==> src/rtl/defines.v <==
// Shared width and encoding defines for the IF stage.
//   PC_WIDTH / INSTR_WIDTH : fetch address and instruction word widths
//   IFU_ST_RUN / IFU_ST_HALT : ifu_fetch state encodings
//   IFU_PC_INC : sequential PC step in bytes
//   IFU_ENTRY_WIDTH : packed width of one buffered fetch entry
`ifndef IFU_DEFINES_V
`define IFU_DEFINES_V

`define PC_WIDTH        32
`define INSTR_WIDTH     32
`define IFU_ST_RUN      1'b0
`define IFU_ST_HALT     1'b1
`define IFU_PC_INC      4
`define IFU_ENTRY_WIDTH (`PC_WIDTH + `INSTR_WIDTH + 2)

`endif

==> src/rtl/ifu_fetch_pkg.sv <==
// Types and constants shared by ifu_fetch and ifu_buf.
// Build option: IFU_BUF2_EN selects a two-entry output buffer, otherwise a
// single holding register.
`include "defines.v"

package ifu_fetch_pkg;

  localparam int PC_W    = `PC_WIDTH;
  localparam int INSTR_W = `INSTR_WIDTH;

`ifdef IFU_BUF2_EN
  localparam int IFU_DEPTH = 2;
`else
  localparam int IFU_DEPTH = 1;
`endif

  localparam logic [0:0] ST_RUN  = `IFU_ST_RUN;
  localparam logic [0:0] ST_HALT = `IFU_ST_HALT;

  localparam logic [PC_W-1:0] PC_INC = PC_W'(`IFU_PC_INC);

  // One captured fetch: address, word and the two memory-port fault flags.
  typedef struct packed {
    logic [PC_W-1:0]    pc;
    logic [INSTR_W-1:0] instr;
    logic               misalign;
    logic               bus_err;
  } ifu_entry_t;

endpackage

==> src/rtl/ifu_buf.sv <==
// In-order fetch-entry buffer, DEPTH 1 (holding register) or 2 (circular).
// Ports:
//   clk, rst        : clock, synchronous active-high reset
//   clear           : drop all entries; wins over push/pop
//   push, push_data : enqueue at tail (caller guarantees !full | pop)
//   pop             : dequeue head (caller guarantees !empty)
//   full, empty     : occupancy status
//   head            : head entry, all-zero when empty
`include "defines.v"

module ifu_buf
  import ifu_fetch_pkg::*;
#(
  parameter int DEPTH = 1
) (
  input  logic       clk,
  input  logic       rst,
  input  logic       clear,
  input  logic       push,
  input  ifu_entry_t push_data,
  input  logic       pop,
  output logic       full,
  output logic       empty,
  output ifu_entry_t head
);

  generate
    if (DEPTH == 1) begin : g_d1
      ifu_entry_t ent;
      logic       vld;

      // Push with a simultaneous pop simply overwrites the held entry.
      always_ff @(posedge clk) begin
        if (rst || clear) begin
          vld <= 1'b0;
        end else if (push) begin
          vld <= 1'b1;
        end else if (pop) begin
          vld <= 1'b0;
        end
      end

      always_ff @(posedge clk) begin
        if (push && !clear) ent <= push_data;
      end

      assign full  = vld;
      assign empty = !vld;
      assign head  = vld ? ent : '0;
    end else begin : g_d2
      ifu_entry_t mem [0:1];
      logic [1:0] cnt;
      logic       wr_ptr;
      logic       rd_ptr;

      always_ff @(posedge clk) begin
        if (rst || clear) begin
          cnt    <= 2'd0;
          wr_ptr <= 1'b0;
          rd_ptr <= 1'b0;
        end else begin
          if (push) wr_ptr <= ~wr_ptr;
          if (pop)  rd_ptr <= ~rd_ptr;
          case ({push, pop})
            2'b10:   cnt <= cnt + 2'd1;
            2'b01:   cnt <= cnt - 2'd1;
            default: cnt <= cnt;
          endcase
        end
      end

      // Storage is not reset; head is masked while empty.
      always_ff @(posedge clk) begin
        if (push && !clear) mem[wr_ptr] <= push_data;
      end

      assign full  = (cnt == 2'd2);
      assign empty = (cnt == 2'd0);
      assign head  = empty ? '0 : mem[rd_ptr];
    end
  endgenerate

endmodule

==> src/rtl/ifu_fetch.sv <==
// IF-stage fetch initiator. Owns the PC, drives the combinational
// instruction-memory port, buffers returned words and hands them to decode
// over valid/ready. A faulting fetch is still delivered but stops fetching
// (HALT) until the next flush redirects the PC.
// Build option: IFU_BUF2_EN (two-entry buffer instead of one).
// Ports:
//   clk, rst                          : clock, synchronous active-high reset
//   flush_i, flush_pc_i               : redirect; overrides all but reset
//   pc_o                              : fetch address to memory
//   instr_i, pc_misalign_i, bus_err_i : memory response for pc_o, same cycle
//   valid_o, ready_i                  : decode handshake
//   instr_o, pc_out_o, exc_*_o        : head entry fields, 0 when empty
`include "defines.v"

module ifu_fetch
  import ifu_fetch_pkg::*;
#(
  parameter logic [PC_W-1:0] RESET_PC = 32'h0000_0000
) (
  input  logic               clk,
  input  logic               rst,
  input  logic               flush_i,
  input  logic [PC_W-1:0]    flush_pc_i,
  output logic [PC_W-1:0]    pc_o,
  input  logic [INSTR_W-1:0] instr_i,
  input  logic               pc_misalign_i,
  input  logic               bus_err_i,
  output logic               valid_o,
  input  logic               ready_i,
  output logic [INSTR_W-1:0] instr_o,
  output logic [PC_W-1:0]    pc_out_o,
  output logic               exc_misalign_o,
  output logic               exc_bus_err_o
);

  logic [PC_W-1:0] pc_r;
  logic [0:0]      state;
  logic            buf_full;
  logic            buf_empty;
  logic            pop;
  logic            fetch;
  ifu_entry_t      new_ent;
  ifu_entry_t      head;

  assign pop   = valid_o && ready_i;
  // A pop frees a slot in the same cycle, so a full buffer still streams.
  assign fetch = (state == ST_RUN) && !flush_i && (!buf_full || pop);

  assign new_ent = '{pc: pc_r, instr: instr_i,
                     misalign: pc_misalign_i, bus_err: bus_err_i};

  always_ff @(posedge clk) begin
    if (rst) begin
      pc_r  <= RESET_PC;
      state <= ST_RUN;
    end else if (flush_i) begin
      pc_r  <= flush_pc_i;
      state <= ST_RUN;
    end else if (fetch) begin
      pc_r <= pc_r + PC_INC;
      if (pc_misalign_i || bus_err_i) state <= ST_HALT;
    end
  end

  ifu_buf #(.DEPTH(IFU_DEPTH)) u_buf (
    .clk       (clk),
    .rst       (rst),
    .clear     (flush_i),
    .push      (fetch),
    .push_data (new_ent),
    .pop       (pop),
    .full      (buf_full),
    .empty     (buf_empty),
    .head      (head)
  );

  assign pc_o           = pc_r;
  assign valid_o        = !buf_empty;
  assign instr_o        = head.instr;
  assign pc_out_o       = head.pc;
  assign exc_misalign_o = head.misalign;
  assign exc_bus_err_o  = head.bus_err;

endmodule

==> config.mk <==
export PLATFORM = sky130hd
export DESIGN_NAME = ifu_fetch
export DESIGN_NICKNAME = d
export VERILOG_FILES = /design/src/rtl/ifu_fetch_pkg.sv /design/src/rtl/ifu_buf.sv /design/src/rtl/ifu_fetch.sv
export VERILOG_INCLUDE_DIRS = /design/src /design/src/rtl
export SDC_FILE = /design/constraint.sdc
export NUM_CORES = 1
export LEC_CHECK = 0
export ABC_AREA = 1
export ABC_CLOCK_PERIOD_IN_PS = 2100
export BUFFER_PORTS_ARGS = -buffer_cell sky130_fd_sc_hd__buf_2
export CORE_ASPECT_RATIO = 1.25
export CORE_MARGIN = 2
export CORE_UTILIZATION = 50
export DETAILED_ROUTE_END_ITERATION = 8
export GPL_TIMING_DRIVEN = 0
export PLACE_DENSITY = 0.8
export SETUP_SLACK_MARGIN = 0.2
export SLEW_MARGIN = 20
export SYNTH_ARGS = -nofsm -noshare
export SYNTH_HDL_FRONTEND = slang
export SYNTH_SLANG_ARGS = --single-unit
==> constraint.sdc <==
create_clock -name clk -period 2.1 [get_ports clk]
set_clock_uncertainty 0.05 [all_clocks]
set_input_delay 0.21 -clock clk [delete_from_list [all_inputs] [get_ports clk]]
set_output_delay 0.21 -clock clk [all_outputs]
set_load 0.005 [all_outputs]
==> results.json <==
{
  "drt-pass1-iter-count": 5,
  "switching_share": 0.2422,
  "min_period_ns": 1.780,
  "power.density_mw_per_mm2": 707.1,
  "postRouteAntennaNets": 0,
  "syn-instance-count": 582,
  "yosysWarnings": 0,
  "p_sw_uw": 1104,
  "cts_root_buf": "clkbuf_16",
  "drive_above_1_share": 0.2732,
  "r2r_slack_ns": 0.32,
  "hold_viol": 0,
  "core_area_mm2": 0.009223,
  "wl_per_cell_um": 14.02,
  "grt_max_degree": 76,
  "syn_nets": 653,
  "clkPwrFrac": 0.365,
  "power.leakage_uw": 0.003317,
  "dr_total_vias": 4510,
  "rsz0062_at_grt": "no",
  "tightestPinTransition_ns": 0.6071,
  "grt_usage": 0.2462,
  "r2r_start": "u_buf.full$_SDFFE_PP0P_",
  "power.internal_uw": 3456,
  "critical_path.max_stage_delay_ns": 0.36,
  "seqPwrFrac": 0.516,
  "post_cts_buffers": 0,
  "grt_pass1_wl_um": 20260,
  "p_comb_frac": 0.119,
  "antenna_found_initial": 0,
  "endpoint_kind": "register",
  "crit_path_end": "u_buf.g_d1.ent[49]$_DFFE_PP_",
  "area.growth.synth_to_final_pct": 34.99,
  "hpwl_um": 8898,
  "worst_slack_ns": 0.3196,
  "insertedDiodeCount": 0,
  "tritoncts": "yes",
  "portBuffers": 167,
  "clkTransAtPathRegs_ns": 0.06,
  "place.gp.congestion": 0.9231,
  "grt.overflow.total": 0,
  "start_kind": "register",
  "nFillCells": 754,
  "crit_start": "u_buf.full$_SDFFE_PP0P_",
  "ctsLongestPathBuffers": 2,
  "drc_errors": 0,
  "synth.distinct_cells": 31,
  "rows": 39,
  "whs_ns": 0.02441,
  "critPathKind": "reg -> reg",
  "path_max_fanout": 37,
  "ys_ff_latch": 100,
  "finalSetupViolations": 0,
  "dp_slack_ns": -0.2028,
  "cts_sinks": 100,
  "period_share": 0.8478,
  "ys_seq_area_frac": 0.5574,
  "nNetsFinal": 864,
  "die_h_um": 113.3,
  "grt_pass1_vias": 4247,
  "synth_area_mm2": 0.004777,
  "finalWirelength_um": 12910,
  "crit_chain": "inv_2, nor2_4, nor2_4, nand2_2, inv_2, clkbuf_16",
  "arrival_ns": 1.76,
  "relSlewSlack": 0.5952,
  "critPathSlowestCell": "dfxtp_1",
  "floorplan.initialDensity": 0.5180,
  "io_pins": 169,
  "total_power_uw": 4560,
  "hp-class": "in -> reg",
  "viasPerCell": 4.897,
  "cts_buffers": 9,
  "fmax_ghz": 0.5617,
  "r2r.worst_path.cells": 6,
  "drv_slew": 0,
  "die_x_um": 91.43,
  "drt_iter0_markers": 190,
  "final_core_utilization": 0.6992,
  "rr_endpoint": "u_buf.g_d1.ent[49]$_DFFE_PP_",
  "worstPathRequired_ns": 2.08,
  "insertion_delay_ns": 0.34,
  "postSynthAreaPerCell_um2": 8.208,
  "dieArea_mm2": 0.01036,
  "cts.htree.levels": 3,
  "maxCapViolCount": 0,
  "status": "finished, final reports clean",
  "ir_drop_mv": 0.4446
}
critical path: cells and delay by family, from the launching register on:
family / cells / cell delay [ns]
and+or+nand+nor: 3 / 0.48
DFF: 1 / 0.36
buffers and inverters: 3 / 0.57
layout by cell type (no fill, tap or decap), types with 2 or more instances in the layout:
| cell | synthesis | routed |
|---|---|---|
| o21ai_0 | 15 | 15 |
| a21oi_1 | 28 | 28 |
| edfxtp_1 | 66 | 66 |
| dfxtp_2 | 0 | 2 |
| nor2_2 | 4 | 5 |
| clkinv_4 | 0 | 2 |
| clkbuf_16 | 0 | 10 |
| dfxtp_1 | 34 | 32 |
| nor2_1 | 51 | 50 |
| xnor2_1 | 2 | 2 |
| nand2_1 | 175 | 175 |
| clkinv_1 | 1 | 2 |
| nand2_2 | 6 | 6 |
| buf_4 | 3 | 2 |
| a31oi_1 | 4 | 4 |
| buf_2 | 2 | 170 |
| inv_2 | 3 | 3 |
| nor2_4 | 8 | 8 |
| dlygate4sd3_1 | 0 | 32 |
| nand4_1 | 3 | 3 |
| xor2_1 | 4 | 4 |
| o221ai_1 | 2 | 2 |
| clkbuf_2 | 0 | 3 |
| nand3_1 | 37 | 37 |
| clkbuf_1 | 14 | 9 |
| a22oi_1 | 3 | 3 |
| inv_1 | 106 | 106 |
| a22o_1 | 2 | 2 |
| o21ai_1 | 2 | 2 |
how the worst min path moves through the flow:
stage,depth (start not counted),startpoint,endpoint
2_1_floorplan,1,rst,pc_o[11]$_SDFFE_PP0P_
3_3_place_gp,1,instr_i[24],u_buf.g_d1.ent[26]$_DFFE_PP_
3_5_place_dp,1,instr_i[7],u_buf.g_d1.ent[9]$_DFFE_PP_
4_1_cts,1,instr_i[1],u_buf.g_d1.ent[3]$_DFFE_PP_
5_1_grt,1,pc_misalign_i,u_buf.g_d1.ent[1]$_DFFE_PP_
6_report,1,pc_misalign_i,u_buf.g_d1.ent[1]$_DFFE_PP_
what timing repair did:
item,4_1_cts,5_1_grt
hold buffers,30,2
endpoints found under the setup margin,115,110
endpoints found under the hold margin,30,2
resized for setup,8,7
gates cloned,0,1
power groups by stage:
| stage | Clock, µW | Combinational, µW | Sequential, µW |
|---|---|---|---|
| 4_1_cts | 1680 | 527 | 2350 |
| 2_1_floorplan | 0 | 248 | 2370 |
| 5_1_grt | 1770 | 602 | 2370 |
| 3_5_place_dp | 0 | 473 | 2400 |
| 3_3_place_gp | 0 | 459 | 2390 |
| 6_report | 1660 | 543 | 2350 |
layout make-up:
class,count,area (µm²),area share
clock buffer,10,239.0,0.03706
timing repair buffer,200,1181,0.1832
inverter,110,412.9,0.06403
buffer,19,113.9,0.01766
clock inverter,6,63.81,0.009895
tap,123,153.9,0.02387
multi-input combinational,353,1619,0.2511
sequential,100,2665,0.4133
logic make-up after synthesis:
logic type	Yosys count	share of synthesized area
XOR/XNOR	6	0.01100
flip-flops	100	0.5574
AND/OR/NAND/NOR	288	0.2572
buffers and inverters	129	0.1042
AO/OA/AOI/OAI	58	0.06757
adder cells (fa/ha/maj)	1	0.002619
state kept, by name, indices dropped and copies added, names as in the netlist:
register	flops
u_buf.full	1
pc_o	32
u_buf.g_d1.ent	66
state	1
stage by stage:
step | instance area [µm²] | cells | TNS, ns
finish | 6449 | 921 | 0
global route | 6449 | 921 | 0
CTS | 6389 | 918 | 0
detailed placement | 5767 | 872 | -11.32
global placement | 5767 | 872 | -6.049
floorplan | 4777 | 582 | 0
routing by layer:
metal / up-vias / wire length, µm / GRT usage
met4: 0 / 171 / 0.07576
li1: 2246 / - / -
met2: 159 / 6784 / 0.4485
met3: 16 / 685 / 0.03795
met5: - / 0 / 0
met1: 2089 / 5270 / 0.2983
synth_stat cells (all sizes together):
library cell / n / area share
a31oi: 4 / 0.0052
ha: 1 / 0.0026
xor2: 4 / 0.0073
o221ai: 2 / 0.0037
a22oi: 3 / 0.0047
dfxtp: 34 / 0.14
nor4: 1 / 0.0013
o21ai: 17 / 0.018
edfxtp: 66 / 0.41
or2: 1 / 0.0013
nor2: 63 / 0.064
buf: 5 / 0.0068
clkbuf: 14 / 0.011
nand3: 37 / 0.039
and2: 1 / 0.0013
a21oi: 28 / 0.029
o211ai: 1 / 0.0016
nand2: 181 / 0.15
nor3: 1 / 0.0010
xnor2: 2 / 0.0037
a22o: 2 / 0.0037
nand4: 3 / 0.0039
clkinv: 1 / 0.00078
inv: 109 / 0.086
o21bai: 1 / 0.0016
No activity file was read; power rests on OpenSTA's default activity.
